===== config.mk =====
export PLATFORM = sky130hd
export DESIGN_NAME = tron_input_ctrl
export DESIGN_NICKNAME = d
export VERILOG_FILES = /design/src/rtl/tron_types.sv /design/src/rtl/tron_input_ctrl_dir_queue.sv /design/src/rtl/tron_input_ctrl.sv
export SDC_FILE = /design/constraint.sdc
export NUM_CORES = 1
export LEC_CHECK = 0
export ABC_AREA = 1
export CORE_ASPECT_RATIO = 1.1
export CORE_MARGIN = 2
export CORE_UTILIZATION = 45
export CTS_CLUSTER_DIAMETER = 100
export DETAILED_ROUTE_END_ITERATION = 10
export MAX_ROUTING_LAYER = met4
export SLEW_MARGIN = 20
export SYNTH_ARGS = -nofsm -noshare
export SYNTH_HDL_FRONTEND = slang
export SYNTH_SLANG_ARGS = --single-unit
export TNS_END_PERCENT = 1

===== constraint.sdc =====
create_clock -name clock -period 2.45 [get_ports clock]
set_input_delay 0.49 -clock clock [delete_from_list [all_inputs] [get_ports clock]]
set_output_delay 0.49 -clock clock [all_outputs]
set_load 0.02 [all_outputs]

===== src/rtl/tron_types.sv =====
`default_nettype none
// +--------------------------------------------------------------------------+
// | tron_types : shared directions, scan codes and key-map helpers for tron  |
// | rev 1.0                                                                  |
// +--------------------------------------------------------------------------+
package tron_types;

  typedef enum logic [1:0] {
    DIR_UP    = 2'd0,
    DIR_RIGHT = 2'd1,
    DIR_DOWN  = 2'd2,
    DIR_LEFT  = 2'd3
  } dir_t;

  typedef struct packed {
    logic       valid;
    logic [1:0] player;
    dir_t       dir;
  } key_map_t;

  localparam logic [7:0] KEY_E0       = 8'hE0;
  localparam logic [7:0] KEY_F0       = 8'hF0;
  localparam logic [7:0] KEY_SPACE    = 8'h29;

  localparam logic [7:0] KEY_P1_UP    = 8'h1D;
  localparam logic [7:0] KEY_P1_DOWN  = 8'h1B;
  localparam logic [7:0] KEY_P1_LEFT  = 8'h1C;
  localparam logic [7:0] KEY_P1_RIGHT = 8'h23;

  localparam logic [7:0] KEY_P2_UP    = 8'h75;
  localparam logic [7:0] KEY_P2_DOWN  = 8'h72;
  localparam logic [7:0] KEY_P2_LEFT  = 8'h6B;
  localparam logic [7:0] KEY_P2_RIGHT = 8'h74;

  localparam logic [7:0] KEY_P3_UP    = 8'h2C;
  localparam logic [7:0] KEY_P3_DOWN  = 8'h34;
  localparam logic [7:0] KEY_P3_LEFT  = 8'h2B;
  localparam logic [7:0] KEY_P3_RIGHT = 8'h33;

  localparam logic [7:0] KEY_P4_UP    = 8'h43;
  localparam logic [7:0] KEY_P4_DOWN  = 8'h42;
  localparam logic [7:0] KEY_P4_LEFT  = 8'h3B;
  localparam logic [7:0] KEY_P4_RIGHT = 8'h4B;

  localparam dir_t DEF_D1 = DIR_RIGHT;
  localparam dir_t DEF_D2 = DIR_LEFT;
  localparam dir_t DEF_D3 = DIR_DOWN;
  localparam dir_t DEF_D4 = DIR_UP;

  function automatic dir_t opposite(input dir_t d);
    dir_t r;
    case (d)
      DIR_UP:    r = DIR_DOWN;
      DIR_DOWN:  r = DIR_UP;
      DIR_LEFT:  r = DIR_RIGHT;
      default:   r = DIR_LEFT;
    endcase
    return r;
  endfunction

  function automatic dir_t default_dir(input logic [1:0] player);
    dir_t r;
    case (player)
      2'd0:    r = DEF_D1;
      2'd1:    r = DEF_D2;
      2'd2:    r = DEF_D3;
      default: r = DEF_D4;
    endcase
    return r;
  endfunction

  function automatic key_map_t map_entry(input logic [1:0] player, input dir_t dir);
    key_map_t r;
    r.valid  = 1'b1;
    r.player = player;
    r.dir    = dir;
    return r;
  endfunction

  // Player 2 lives on the extended arrow keys; everyone else is plain.
  function automatic key_map_t decode_key(input logic [7:0] code, input logic ext);
    key_map_t r;
    r.valid  = 1'b0;
    r.player = 2'd0;
    r.dir    = DIR_UP;
    if (ext) begin
      case (code)
        KEY_P2_UP:    r = map_entry(2'd1, DIR_UP);
        KEY_P2_DOWN:  r = map_entry(2'd1, DIR_DOWN);
        KEY_P2_LEFT:  r = map_entry(2'd1, DIR_LEFT);
        KEY_P2_RIGHT: r = map_entry(2'd1, DIR_RIGHT);
        default:      r.valid = 1'b0;
      endcase
    end else begin
      case (code)
        KEY_P1_UP:    r = map_entry(2'd0, DIR_UP);
        KEY_P1_DOWN:  r = map_entry(2'd0, DIR_DOWN);
        KEY_P1_LEFT:  r = map_entry(2'd0, DIR_LEFT);
        KEY_P1_RIGHT: r = map_entry(2'd0, DIR_RIGHT);
        KEY_P3_UP:    r = map_entry(2'd2, DIR_UP);
        KEY_P3_DOWN:  r = map_entry(2'd2, DIR_DOWN);
        KEY_P3_LEFT:  r = map_entry(2'd2, DIR_LEFT);
        KEY_P3_RIGHT: r = map_entry(2'd2, DIR_RIGHT);
        KEY_P4_UP:    r = map_entry(2'd3, DIR_UP);
        KEY_P4_DOWN:  r = map_entry(2'd3, DIR_DOWN);
        KEY_P4_LEFT:  r = map_entry(2'd3, DIR_LEFT);
        KEY_P4_RIGHT: r = map_entry(2'd3, DIR_RIGHT);
        default:      r.valid = 1'b0;
      endcase
    end
    return r;
  endfunction

endpackage
`default_nettype wire


===== src/rtl/tron_input_ctrl_dir_queue.sv =====
`default_nettype none
// +--------------------------------------------------------------------------+
// | dir_queue : small circular FIFO of directions, combinational head/tail   |
// | rev 1.0                                                                  |
// +--------------------------------------------------------------------------+
module dir_queue
  import tron_types::*;
#(
  parameter int QDEPTH = 2
) (
  input  logic clock,
  input  logic reset_n,
  input  logic push,
  input  dir_t push_dir,
  input  logic pop,
  input  logic flush,
  output dir_t head,
  output dir_t tail,
  output logic empty,
  output logic full
);

  localparam int PTR_W = (QDEPTH > 1) ? $clog2(QDEPTH) : 1;
  localparam int CNT_W = $clog2(QDEPTH + 1);
  localparam logic [PTR_W-1:0] LAST_IDX = PTR_W'(QDEPTH - 1);
  localparam logic [CNT_W-1:0] CNT_FULL = CNT_W'(QDEPTH);

  dir_t             mem_q [QDEPTH];
  dir_t             mem_d [QDEPTH];
  logic [PTR_W-1:0] rd_q, rd_d;
  logic [PTR_W-1:0] wr_q, wr_d;
  logic [CNT_W-1:0] cnt_q, cnt_d;
  logic [PTR_W-1:0] tail_idx;
  logic             do_push;
  logic             do_pop;

  function automatic logic [PTR_W-1:0] next_ptr(input logic [PTR_W-1:0] p);
    return (p == LAST_IDX) ? '0 : p + PTR_W'(1);
  endfunction

  assign empty    = (cnt_q == '0);
  assign full     = (cnt_q == CNT_FULL);
  assign tail_idx = (wr_q == '0) ? LAST_IDX : wr_q - PTR_W'(1);
  assign head     = mem_q[rd_q];
  assign tail     = mem_q[tail_idx];

  // A full queue still takes a push when the head leaves in the same cycle.
  assign do_pop  = pop & ~empty;
  assign do_push = push & (~full | do_pop);

  always_comb begin
    mem_d = mem_q;
    rd_d  = rd_q;
    wr_d  = wr_q;
    cnt_d = cnt_q;
    if (flush) begin
      rd_d  = '0;
      wr_d  = '0;
      cnt_d = '0;
    end else begin
      if (do_push) begin
        mem_d[wr_q] = push_dir;
        wr_d        = next_ptr(wr_q);
      end
      if (do_pop) begin
        rd_d = next_ptr(rd_q);
      end
      case ({do_push, do_pop})
        2'b10:   cnt_d = cnt_q + CNT_W'(1);
        2'b01:   cnt_d = cnt_q - CNT_W'(1);
        default: cnt_d = cnt_q;
      endcase
    end
  end

  always_ff @(posedge clock or negedge reset_n) begin
    if (!reset_n) begin
      for (int i = 0; i < QDEPTH; i++) begin
        mem_q[i] <= DIR_UP;
      end
      rd_q  <= '0;
      wr_q  <= '0;
      cnt_q <= '0;
    end else begin
      mem_q <= mem_d;
      rd_q  <= rd_d;
      wr_q  <= wr_d;
      cnt_q <= cnt_d;
    end
  end

endmodule
`default_nettype wire


===== src/rtl/tron_input_ctrl.sv =====
`default_nettype none
// +--------------------------------------------------------------------------+
// | tron_input_ctrl : PS/2 scan codes -> queued player directions + restart  |
// | rev 1.0                                                                  |
// +--------------------------------------------------------------------------+
module tron_input_ctrl
  import tron_types::*;
#(
  parameter int QDEPTH = 2
) (
  input  logic       clock,
  input  logic       reset_n,
  input  logic       ps2_code_new,
  input  logic [7:0] ps2_code,
  input  logic       step,
  output dir_t       d1,
  output dir_t       d2,
  output dir_t       d3,
  output dir_t       d4,
  output logic       restart,
  output logic       key_drop
);

  localparam logic [1:0] ST_IDLE    = 2'd0;
  localparam logic [1:0] ST_EXT     = 2'd1;
  localparam logic [1:0] ST_BRK     = 2'd2;
  localparam logic [1:0] ST_EXT_BRK = 2'd3;

  logic       sync1_q, sync1_d;
  logic       sync2_q, sync2_d;
  logic       sync2_prev_q, sync2_prev_d;
  logic       strobe;
  logic [1:0] state_q, state_d;
  dir_t       d_q [4];
  dir_t       d_d [4];
  logic       restart_q, restart_d;
  logic       key_drop_q, key_drop_d;

  logic       make_ev;
  logic       brk_ev;
  logic       ext_ev;
  logic       space_make;
  logic       space_brk;
  key_map_t   km;

  logic [3:0] q_push;
  logic [3:0] q_pop;
  logic [3:0] q_empty;
  logic [3:0] q_full;
  dir_t       q_head [4];
  dir_t       q_tail [4];
  dir_t       last_dir [4];
  logic [3:0] move_ok;

  assign sync1_d      = ps2_code_new;
  assign sync2_d      = sync1_q;
  assign sync2_prev_d = sync2_q;
  assign strobe       = sync2_q & ~sync2_prev_q;

  // Prefix tracking: E0 marks extended, F0 marks a release of the next code.
  always_comb begin
    state_d = state_q;
    make_ev = 1'b0;
    brk_ev  = 1'b0;
    ext_ev  = 1'b0;
    if (strobe) begin
      if (ps2_code == KEY_E0) begin
        if (state_q == ST_IDLE || state_q == ST_EXT) begin
          state_d = ST_EXT;
        end
      end else if (ps2_code == KEY_F0) begin
        state_d = (state_q == ST_EXT || state_q == ST_EXT_BRK) ? ST_EXT_BRK : ST_BRK;
      end else begin
        ext_ev  = (state_q == ST_EXT) || (state_q == ST_EXT_BRK);
        make_ev = (state_q == ST_IDLE) || (state_q == ST_EXT);
        brk_ev  = (state_q == ST_BRK) || (state_q == ST_EXT_BRK);
        state_d = ST_IDLE;
      end
    end
  end

  assign km         = decode_key(ps2_code, ext_ev);
  assign space_make = make_ev & ~ext_ev & (ps2_code == KEY_SPACE);
  assign space_brk  = brk_ev & ~ext_ev & (ps2_code == KEY_SPACE);
  assign restart_d  = space_brk;

  // Reversal/repeat checks compare against the newest pending direction.
  always_comb begin
    q_push     = '0;
    q_pop      = '0;
    move_ok    = '0;
    key_drop_d = 1'b0;
    for (int p = 0; p < 4; p++) begin
      last_dir[p] = q_empty[p] ? d_q[p] : q_tail[p];
      move_ok[p]  = make_ev & km.valid & (km.player == 2'(p)) &
                    (km.dir != last_dir[p]) & (km.dir != opposite(last_dir[p]));
      q_push[p]   = move_ok[p] & (~q_full[p] | step);
      q_pop[p]    = step & ~q_empty[p] & ~space_make;
      if (move_ok[p] & q_full[p] & ~step) begin
        key_drop_d = 1'b1;
      end
      if (space_make) begin
        d_d[p] = default_dir(2'(p));
      end else if (q_pop[p]) begin
        d_d[p] = q_head[p];
      end else begin
        d_d[p] = d_q[p];
      end
    end
  end

  for (genvar g = 0; g < 4; g++) begin : g_queue
    dir_queue #(
      .QDEPTH (QDEPTH)
    ) u_dir_queue (
      .clock    (clock),
      .reset_n  (reset_n),
      .push     (q_push[g]),
      .push_dir (km.dir),
      .pop      (q_pop[g]),
      .flush    (space_make),
      .head     (q_head[g]),
      .tail     (q_tail[g]),
      .empty    (q_empty[g]),
      .full     (q_full[g])
    );
  end

  always_ff @(posedge clock or negedge reset_n) begin
    if (!reset_n) begin
      sync1_q      <= 1'b0;
      sync2_q      <= 1'b0;
      sync2_prev_q <= 1'b0;
      state_q      <= ST_IDLE;
      d_q[0]       <= DEF_D1;
      d_q[1]       <= DEF_D2;
      d_q[2]       <= DEF_D3;
      d_q[3]       <= DEF_D4;
      restart_q    <= 1'b0;
      key_drop_q   <= 1'b0;
    end else begin
      sync1_q      <= sync1_d;
      sync2_q      <= sync2_d;
      sync2_prev_q <= sync2_prev_d;
      state_q      <= state_d;
      d_q          <= d_d;
      restart_q    <= restart_d;
      key_drop_q   <= key_drop_d;
    end
  end

  assign d1       = d_q[0];
  assign d2       = d_q[1];
  assign d3       = d_q[2];
  assign d4       = d_q[3];
  assign restart  = restart_q;
  assign key_drop = key_drop_q;

endmodule
`default_nettype wire

### Word-level counts from Yosys, hierarchy flattened

Cells that the tools add are included.

| cells by class | value |
|---|---|
| $add $sub $neg | 20 |
| $lt $le $gt $ge | 16 |
| eq/ne operators | 54 |
| multiplexer cells | 110 |
| bitwise logic cells | 78 |
| reduce and logical (&&, ||, !) cells | 40 |

Operators with widths:

| cell | count |
|---|---|
| 2-bit two-way mux | 47 |
| 8-bit by 6-bit equality test with 1-bit output, second input constant | 7 |
| 8-bit by 7-bit equality test with 1-bit output, second input constant | 7 |
| 1-bit bitwise AND | 46 |
| 1-bit two-way mux | 44 |
| 4-bit one-hot mux with 11 select lines | 1 |
| 2-bit equality test, second input constant | 20 |
| 8-bit by 5-bit equality test with 1-bit output, second input constant | 3 |
| 2-bit >= comparator, second input constant | 12 |
| 1-bit inverter with 2-bit output | 12 |
| 2-bit one-hot mux with 3 select lines | 4 |
| 2-bit nonzero test | 12 |
| 2-bit logical NOT | 10 |
| 4-bit bitwise mux | 4 |
| 8-bit equality test, second input constant | 2 |
| 2-bit != test | 8 |
| 2-bit one-hot mux with 2 select lines | 4 |
| 2-bit by 1-bit equality test with 1-bit output, second input constant | 6 |
| 1-bit inverter | 12 |
| 3-bit one-hot mux with 4 select lines | 1 |
| 3-bit nonzero test | 4 |
| 12-bit OR reduction | 1 |
| 2-bit AND reduction | 5 |
| 1-bit adder, second input constant | 8 |
| other kinds (11) | 38 |

| storage, ports and cells | value |
|---|---|
| flip-flop bits (word level) | 47 |
| bits of input ports | 12 |
| output and inout bits | 10 |
| logic and storage cells | 348 |

### Logic depth before layout (Yosys ltp)

Gate-level depths: netlist (run 1).

| depth | value |
|---|---|
| depth after elaboration | 17 |
| depth in mapped cells | 19 |
| depth with buffers taken out | 19 |

### Hierarchy

Synthesis (run 1) repeated with hierarchy kept, for this count alone.

| unflattened totals | value |
|---|---|
| cells, all modules | 498 |
| area total of the unflattened synthesis | 3375.7 um^2 |

Modules (own cells, without submodules):

| module | instances | cells an instance | area an instance (um^2) |
|---|---|---|---|
| dir_queue (g_queue[0].u_dir_queue ...) | 3 | 64 | 501.7 |
| tron_input_ctrl | 1 | 238 | 1386.3 |
| dir_queue (g_queue[3].u_dir_queue) | 1 | 68 | 484.2 |

### Worst setup path after synthesis (run 1)

OpenSTA, ideal clock, no wires.

| timing path | value |
|---|---|
| path type | input-to-reg |
| start | input ps2_code[1] |
| end | register g_queue[0].u_dir_queue.cnt_q[1] |
| setup time | 71 ps |
| arrival | 2336 ps |
| slack | 42 ps |
| stages on the path | 16 |
| cells stage by stage | nor2_1 -> nand2_2 -> nor2_4 -> nor2_4 -> nand2_4 -> inv_4 -> o21ai_1 -> nand2_1 -> nor2_2 -> nor2b_4 -> nand2_1 -> ha_1 -> a21oi_1 -> o21ai_0 -> xor2_1 -> nor2_1 |

| between the ends | value |
|---|---|
| cells in the longest elaborated chain, start to end | 15 |

RTL lines:

| what | RTL line | RTL |
|---|---|---|
| from (decl) | tron_input_ctrl.sv:14 | `input logic [7:0] ps2_code,` |
| branches (longest 15 deep; another with 12-bit OR reduction) | -- |  |
| to (signal assigned) | tron_input_ctrl_dir_queue.sv:88 | `cnt_q <= cnt_d;` |
| to (decl) | tron_input_ctrl_dir_queue.sv:32 | `logic [CNT_W-1:0] cnt_q, cnt_d;` |

Several ways; the timed one is not identified.
A chain may end at the register's enable or synchronous reset.

### Worst setup path after layout (run 1)

| timing path | value |
|---|---|
| start | input ps2_code[2] |
| end | register g_queue[0].u_dir_queue.cnt_q[1] |

Same word-level chain as after synthesis.

==> results.toml, run 1 <==
[floorplanning]
rows = 31
core_region_area_um2 = 6633
die_h_um = 91.22
start_util_pct = 46.92
die_w_um = 83.29
ios = 22
dieArea_um2 = 7597

[detailed_routing]
drcViolationCount = 0
viasPerCell = 4.780
ant_nets = 0
avgRoutedWirePerCell_um = 11.38
drtIter0Drc = 106
vias = 2949
first_pass_iters = 4
drt_wl_total_um = 7020

[global_route]
gr-total-overflow = 0
grt_usage_pct = 20.45
antenna_found_initial = 0
grt_pass1_wl_um = 12480
first_global_vias = 2870
grt_max_degree = 26

[synthesis]
avgSynthCellArea_um2 = 6.824
synth_top_area_share_pct = 34.58
synth_area_leaders = "dfrtp_1 35%, nand2_1 16%, inv_1 8.0%"
async_reset_ff_share_pct = 100.0
synth.distinct_cells = 38
yosys_warnings = 0
synth_area_um2 = 3112
ys.flop_type = "dfrtp_1"
yosysMostFrequentCell = "nand2_1"
synth_top_cells_by_count = "135 x nand2_1, 66 x inv_1, 58 x nor2_1, 43 x dfrtp_1, 27 x nand3_1"
synth_largest_area_cell = "dfrtp_1"
synth_edf_count = 0
synth_nets = 469
yosysSeqAreaShare_pct = 37.96
syn_inst = 456
synth.ff_latch_count = 47

[setup_path]
crit_type = "input port to register"
path_buf_inv = 2
cpMostUsedCell = "nor2_1"
required_ps = 2650
reg2reg_from = "sync2_prev_q"
setup.worst_path.start = "ps2_code[2]"
end_kind = "register"
slowest_delay_ps = 270
cp.arrival_ps = 2460
start_kind = "input port"
crit_family = "simple AND/OR/NAND/NOR gates"
critPathMaxFanout = 5
path_cells = "buf_2 -> inv_2 -> nand2_2 -> nor2_4 -> nand2_2 -> and2_1 -> nand3b_1 -> nor2_1 -> nor2_1 -> nand2_1 -> nor2_2 -> nor2b_4 -> nand2_1 -> ha_4 -> a21oi_1 -> o21ai_1 -> xor2_1 -> nor2_1"
slowest_stage = "ha_4"

[place]
place.gp.congestion = 0.8941
pre_cts_ws_ps = -632.2
io_buffers = 21
hpwl_um = 5585
dp.cells = 604

[outcome]
outcome = "finished clean"

[clocking]
hold_buffers = 0
cts.sinks = 47
clock_latency_ps = 300
cts-root-buf = "clkbuf_8"
cts_tree = "yes"
numCtsBuffers = 5
htreeDepth = 2
clk_pin_slew_worst_paths_ps = 90
clockBufferDepth = 2

[final_layout]
nets = 547
drive_above_1_share_pct = 27.66
layout.cells.non_filler = 617
antenna_cells = 0
area_growth_pct = 26.94

[timing]
maxSlewViolCount = 0
fin_ws_ps = 191.9
grt_setup_unrepaired = "false"
max_slew.worst_pin.slew_ps = 521.4
fin_skew_ps = 5.673
fmax_mhz = 442.8
setup_violations = 0
period_share_pct = 92.17
max_slew_margin_pct = 65.24
finalSetupTns_ps = 0
final-hold-violation-count = 0
whs_ps = 158.9
min_period_ps = 2258

[pwr]
finalPower_uw = 2646
leakagePower_uw = 0.002096
power.density_nw_per_um2 = 669.9
vdd_ir_drop_max_mv = 0.3889

[flow_run]
drv_cap = 0

[min_path]
hold_path.class = "input port to asynchronous set/reset pin"
layout by cell type (no fill, tap or decap), drive strengths merged:
cell type	n
nand2	155
inv	75
nor2	72
buf	55
dfrtp	43
nand3	34
o21ai	29
clkbuf	13
clkdlybuf4s50	12
a21oi	10
nand4	7
o22ai	4
dfstp	4
mux2i	3
nor3	3
nand3b	2
xor2	2
clkinv	2
o211ai	1
o21a	1
and2	1
or2	1
nor2b	1
xnor2	1
a31oi	1
o32ai	1
mux2	1
ha	1
cells by family after synthesis:
family | synth area share, %
AOI/OAI and AO/OA | 8.163
xor gates and xnor gates | 0.8445
adders and majority gates | 0.4020
buffers and inverters | 9.570
DFF | 37.96
muxes | 1.327
and+or+nand+nor | 41.74
final cells by class:
| class | count | area, µm² |
|---|---|---|
| clock buffers | 8 | 100.1 |
| multi-input cells | 331 | 1713 |
| fillers | 637 | 2683 |
| flip-flops and latches | 47 | 1181 |
| repair buffers | 72 | 560.5 |
| inverters | 77 | 292.8 |
| well taps | 82 | 102.6 |
stage by stage:
| step | utilization (%) | cell area [µm²] |
|---|---|---|
| finish | 59.55 | 3950 |
| global route | 59.55 | 3950 |
| CTS | 59.25 | 3930 |
| detailed placement | 56.88 | 3772 |
| global placement | 56.88 | 3772 |
| floorplan | - | 3112 |
path summary, 6_finish.rpt:
kind | to | slack, ps | cells after the start
setup / recovery | g_queue[0].u_dir_queue.cnt_q[1] | 190 | 18
hold reg to reg | sync2_prev_d | 350 | 0
setup reg to reg | g_queue[0].u_dir_queue.cnt_q[1] | 250 | 16
max in group asynchronous | d2[0] | 1700 | 2
min in group clock | sync2_prev_d | 350 | 0
hold / removal | g_queue[3].u_dir_queue.mem_q[3] | 160 | 1
sequential cells by signal, indices dropped and copies added (netlist names), 2 cells and up:
name,flops
g_queue.u_dir_queue.mem_q,16
g_queue.u_dir_queue.cnt_q,8
g_queue.u_dir_queue.rd_q,4
g_queue.u_dir_queue.wr_q,4
d1,2
d2,2
d3,2
d4,2
state_q,2
timing repair:
| action | CTS | global route |
|---|---|---|
| pin swaps | 12 | 12 |
| endpoints found under the setup margin | 4 | 2 |
| resized for setup | 33 | 24 |
| endpoints found under the hold margin | 0 | 0 |
| buffers inserted | 3 | 2 |
layer usage:
metal  global-route usage [%]  vias up  wire length [µm]
li1                         -     1573                 -
met1                    24.42     1327              3294
met2                    35.15       36              3400
met3                    3.182       13               173
met4                    7.104        0               151
met5                        -        -                 0
where the power goes:
group	internal [µW]	leakage (µW)	switching [µW]
Combinational	457	0.00144	596
Clock	258	0.0000515	260
Sequential	930	0.000605	145
No activity file was read; power rests on OpenSTA's default activity.
==> run 2: changes to the inputs <==
--- a/config.mk
+++ b/config.mk
@@ -6,5 +6,4 @@
 export NUM_CORES = 1
 export LEC_CHECK = 0
-export ABC_AREA = 1
 export CORE_ASPECT_RATIO = 1.1
 export CORE_MARGIN = 2
==> constraint.sdc (replaced) <==
create_clock -name clock -period 2.45 [get_ports clock]
set_input_delay 0.49 -clock clock [delete_from_list [all_inputs] [get_ports clock]]
set_output_delay 0.49 -clock clock [all_outputs]
set_load 0.05 [all_outputs]
==> results.toml, run 2 <==
[outcome]
outcome = "finished, violations left"
violations = "negative setup slack"

[pwr]
power.density_nw_per_um2 = 479.2
power.share.clock_pct = 32.5
leakagePower_uw = 0.001655
p_int_uw = 1348
power.switching_uw = 518.9
vdd_ir_drop_max_mv = 0.3273
switching_share_pct = 27.80
power_frac_comb_pct = 20.0
finalPower_uw = 1867
seq_power_share_pct = 47.5

[detailed_routing]
drcViolationCount = 0
viasPerCell = 5.526
drtIter0Drc = 139
drt_wl_total_um = 7031
vias = 2564
ant_nets = 0
avgRoutedWirePerCell_um = 15.15
first_pass_iters = 4

[timing]
fin_ws_ps = -160.1
period_share_pct = 106.5
final-hold-violation-count = 0
fmax_mhz = 383.1
fin_skew_ps = 3.674
max_slew.worst_pin.slew_ps = 629.9
min_period_ps = 2610
setup_violations = 11
finalSetupTns_ps = -698.2
maxSlewViolCount = 0
grt_setup_unrepaired = "true"
max_slew_margin_pct = 57.56

[flow_run]
drv_cap = 0

[setup_path]
end_kind = "register"
crit_type = "input port to register"
path_cells = "buf_6 -> or3b_4 -> o211a_4 -> or3_4 -> and2_4 -> xnor2_2 -> or3_1 -> ha_2 -> xnor2_2 -> nor2_2 -> xnor2_1 -> nor2_1"
slowest_stage = "or3b_4"
critPathMaxFanout = 3
start_kind = "input port"
slowest_delay_ps = 390
cpMostUsedCell = "xnor2_2"
cp.arrival_ps = 2800
required_ps = 2640
path_buf_inv = 1
crit_family = "simple AND/OR/NAND/NOR gates"

[synthesis]
ys.flop_type = "dfrtp_1"
yosysSeqAreaShare_pct = 39.70
synth_top_cells_by_count = "43 x dfrtp_1, 36 x nor2_1, 23 x a21oi_1, 19 x nand2_1, 16 x mux2i_1"
synth.ff_latch_count = 47
avgSynthCellArea_um2 = 9.629
synth_top_area_share_pct = 36.16
synth_area_um2 = 2975
synth.distinct_cells = 63
async_reset_ff_share_pct = 100.0
yosysMostFrequentCell = "dfrtp_1"
synth_nets = 322
synth_largest_area_cell = "dfrtp_1"
yosys_warnings = 0
syn_inst = 309
synth_edf_count = 0
synth_area_leaders = "dfrtp_1 36%, mux2i_1 5.4%, mux2_2 5.3%"

[global_route]
grt_pass1_wl_um = 11630
gr-total-overflow = 0
grt_max_degree = 48
grt_usage_pct = 21.26
antenna_found_initial = 0
first_global_vias = 2451

[final_layout]
reg.largest.list = "g_queue.u_dir_queue.mem_q (16), g_queue.u_dir_queue.cnt_q (8)"
regMostFlops = "g_queue.u_dir_queue.mem_q"
num-fill-cells = 547
final_util_pct = 60.13
nets = 394
drive_above_1_share_pct = 34.55
largest_reg_flops = 16
antenna_cells = 0
layout_commonest_cell = "buf_4"
layout_common_cells = "54 x buf_4, 43 x dfrtp_1, 35 x nor2_1, 23 x a21oi_1, 19 x nand2_1"
area_growth_pct = 30.91
stdcell_area_um2 = 3895

[clocking]
clockBufferDepth = 2
cts_tree = "yes"
cts-root-buf = "clkbuf_8"
cts.sinks = 47
htreeDepth = 2
clk_pin_slew_worst_paths_ps = 90
numCtsBuffers = 5
clock_latency_ps = 300
hold_buffers = 0

[floorplanning]
core_region_area_um2 = 6477
rows = 31
start_util_pct = 45.93
die_h_um = 89.28
dieArea_um2 = 7279
ios = 22
die_w_um = 81.53

[place]
hpwl_um = 5205
place.gp.congestion = 0.9058
io_buffers = 21
placed_cell_area_um2 = 3635

[min_path]
hold_path.class = "input port to asynchronous set/reset pin"
run 2: layer usage:
layer	global-route usage (%)	routed length (µm)
met4	6.626	176
met1	27.57	3284
met5	-	0
met2	34.35	3394
met3	3.131	176
run 2: timing repair:
item                                    CTS  global route
resized for setup                        35            19
hold endpoints to repair                  0             0
endpoints found under the setup margin   29            24
pin swaps                                17            11
buffers inserted                          3             0
run 2: cells by family (layout without fill, tap and decap cells):
kind of cell / count (synthesis) / count (layout) / share of synthesized area [%]
AO/OA/AOI/OAI: 79 / 79 / 19.13
XOR/XNOR: 9 / 9 / 2.902
adder cells (fa/ha/maj): 1 / 1 / 0.4205
buffers and inverters: 24 / 97 / 3.784
flip-flops: 47 / 47 / 39.70
multiplexers: 34 / 34 / 12.70
AND/OR/NAND/NOR: 115 / 115 / 21.36
run 2: final cells by class:
cell class	instances	area [µm²]	area share, %
multi-input combinational	238	1804	46.32
sequential	47	1181	30.32
timing repair buffer	81	655.6	16.83
tap	82	102.6	2.634
clock buffer	6	82.58	2.120
clock inverter	2	38.79	0.9958
inverter	8	30.03	0.7710
run 2: power groups by stage:
stage | clock, µW | sequential (µW) | combinational (µW)
CTS | 619 | 882 | 352
global placement | 0 | 893 | 334
detailed placement | 0 | 898 | 338
global route | 653 | 894 | 406
finish | 606 | 887 | 374
floorplan | 0 | 889 | 207
run 2: worst paths after layout:
kind | from | endpoint | slack (ps) | cells past startpoint
max | ps2_code[1] | g_queue[0].u_dir_queue.cnt_q[1] | -160 | 12
min | reset_n | g_queue[1].u_dir_queue.mem_q[0] | 260 | 2
max reg2reg | sync2_prev_q | g_queue[0].u_dir_queue.cnt_q[1] | 30 | 10
min reg2reg | sync1_q | sync2_prev_d | 380 | 0
max in group asynchronous | reset_n | g_queue[2].u_dir_queue.cnt_q[1] | 1790 | 2
min in group clock | sync1_q | sync2_prev_d | 380 | 0
run 2: through the flow:
stage          setup slack, ps  cells  hold slack (ps)
6_report                -160.1    464            260.1
5_1_grt                 -234.6    464            325.9
4_1_cts                 -209.2    464            298.4
3_5_place_dp            -909.2    453            345.8
3_3_place_gp            -879.6    453            344.1
2_1_floorplan           -774.9    309            194.4
==> run 3: changes to the inputs <==
- CORE_ASPECT_RATIO: 1.1 -> unset
==> results.toml, run 3 (same netlist as run 2, synthesis figures left out) <==
[setup_path]
crit_type = "input port to register"
end_kind = "register"
start_kind = "input port"
rrSetupSlack_ps = 0
r2r_end = "g_queue[0].u_dir_queue.cnt_q[1]"
endpoint = "g_queue[0].u_dir_queue.cnt_q[1]"
reg2reg_from = "sync2_prev_d"
path_cells = "buf_6 -> or3b_4 -> o211a_4 -> or3_4 -> and2_4 -> xnor2_2 -> or3_1 -> ha_2 -> nor2_2 -> xnor2_1 -> nor2_1"
critPathMaxFanout = 2
setup.worst_path.start = "ps2_code[1]"
slowest_stage = "or3b_4"
reg2regPathDepth = 11
required_ps = 2640
slowest_delay_ps = 390
cp.arrival_ps = 2830

[timing]
period_share_pct = 107.5
fin_ws_ps = -183.0
whs_ps = 47.17
setup_violations = 15
fin_skew_ps = 18.41
fmax_mhz = 379.8
grt_setup_unrepaired = "true"
maxSlewViolCount = 0
max_slew_margin_pct = 56.53
final-hold-violation-count = 0
min_period_ps = 2633
finalSetupTns_ps = -970.6
max_slew.worst_pin.slew_ps = 645.2

[final_layout]
regMostFlops = "g_queue.u_dir_queue.mem_q"
stdcell_area_um2 = 3916
drive_above_1_share_pct = 35.25
largest_reg_flops = 16
layout_common_cells = "56 x buf_4, 43 x dfrtp_1, 35 x nor2_1, 23 x a21oi_1, 18 x nand2_1"
reg.largest.list = "g_queue.u_dir_queue.mem_q (16), g_queue.u_dir_queue.cnt_q (8)"
layout_commonest_cell = "buf_4"
area_growth_pct = 31.62
antenna_cells = 0
nets = 395

[floorplanning]
ios = 22
die_w_um = 85.32
die_h_um = 85.32
core_region_area_um2 = 6386
dieArea_um2 = 7279
start_util_pct = 46.59
rows = 29

[outcome]
outcome = "finished, violations left"
violations = "negative setup slack"

[place]
place.gp.congestion = 0.8739
placed_cell_area_um2 = 3633
io_buffers = 21
hpwl_um = 5154

[clocking]
clk_pin_slew_worst_paths_ps = 80
clock_latency_ps = 310
numCtsBuffers = 5
clockBufferDepth = 2
cts_tree = "yes"
cts-root-buf = "clkbuf_8"
cts.sinks = 47
htreeDepth = 2

[global_route]
grt_usage_pct = 20.65
grt_max_degree = 38
grt_pass1_wl_um = 11570
antenna_found_initial = 0
first_global_vias = 2464
gr-total-overflow = 0

[pwr]
vdd_ir_drop_max_mv = 0.3340
leakagePower_uw = 0.001656
finalPower_uw = 1732
power.density_nw_per_um2 = 442.3

[detailed_routing]
ant_nets = 0
drcViolationCount = 0
viasPerCell = 5.646
drt_wl_total_um = 7038
vias = 2597
first_pass_iters = 4
avgRoutedWirePerCell_um = 15.30
drtIter0Drc = 119

[flow_run]
drv_cap = 0

[min_path]
hold_path.class = "input port to asynchronous set/reset pin"
-- run 3: changes by cell type in the layout (fill, tap and decap cells not counted), moves of 2 or more --
cell / delta
buf_6: -4
mux2_2: -2
mux2_4: +2
buf_12: +2
buf_4: +2
-- run 3: metal layers --
layer,GRT usage (%),wire [µm]
met3,3.307,249
met4,5.195,84
met1,27.56,3439
met5,-,0
met2,33.03,3265
-- run 3: stage by stage --
step                      setup slack, ps  util [%]  instances
final                              -183.0     61.32        460
after global routing               -250.4     61.32        460
after CTS                          -247.9     59.86        456
after detailed placement            -1078     56.90        447
after global placement              -1020     56.90        447
after floorplan                    -774.9         -        309
-- run 3: how the worst min path moves through the flow --
stage                 start                           to  cells after the start  slack (ps)
global placement    sync1_q                 sync2_prev_d                      0         340
floorplan           reset_n                        d1[1]                      0         190
CTS                 reset_n                        d1[1]                      1          40
detailed placement  sync1_q                 sync2_prev_d                      0         340
finish              reset_n  g_queue[0].u_dir_queue.rd_q                      1          50
global route        reset_n                        d1[1]                      1          50
-- run 3: cell type report --
| cell class | count | area (µm²) |
|---|---|---|
| clock buffers | 6 | 72.57 |
| clock inverters | 2 | 13.76 |
| inverters | 8 | 30.03 |
| well taps | 77 | 96.34 |
| flip-flops and latches | 47 | 1181 |
| multi-input cells | 238 | 1842 |
| fillers | 555 | 2470 |
| repair buffers | 82 | 680.7 |
-- run 3: what timing repair did --
item                       CTS  global route
setup endpoints to repair   29            23
hold buffers                 0             0
buffers inserted             1             4
pin swaps                   17            14
gates cloned                 0             0
gates resized for setup     39            26
-- run 3: power by group --
group	internal (µW)	switching, µW
logic	192	187
registers	824	60.5
clock network	202	267
-- run 3: critical path, delay by kind of cell --
kind,cells,cell delay [ps]
xor+xnor,2,250
buf+inv,1,90
simple gates,6,1460
compound gates,1,240
fa+ha+maj,1,310
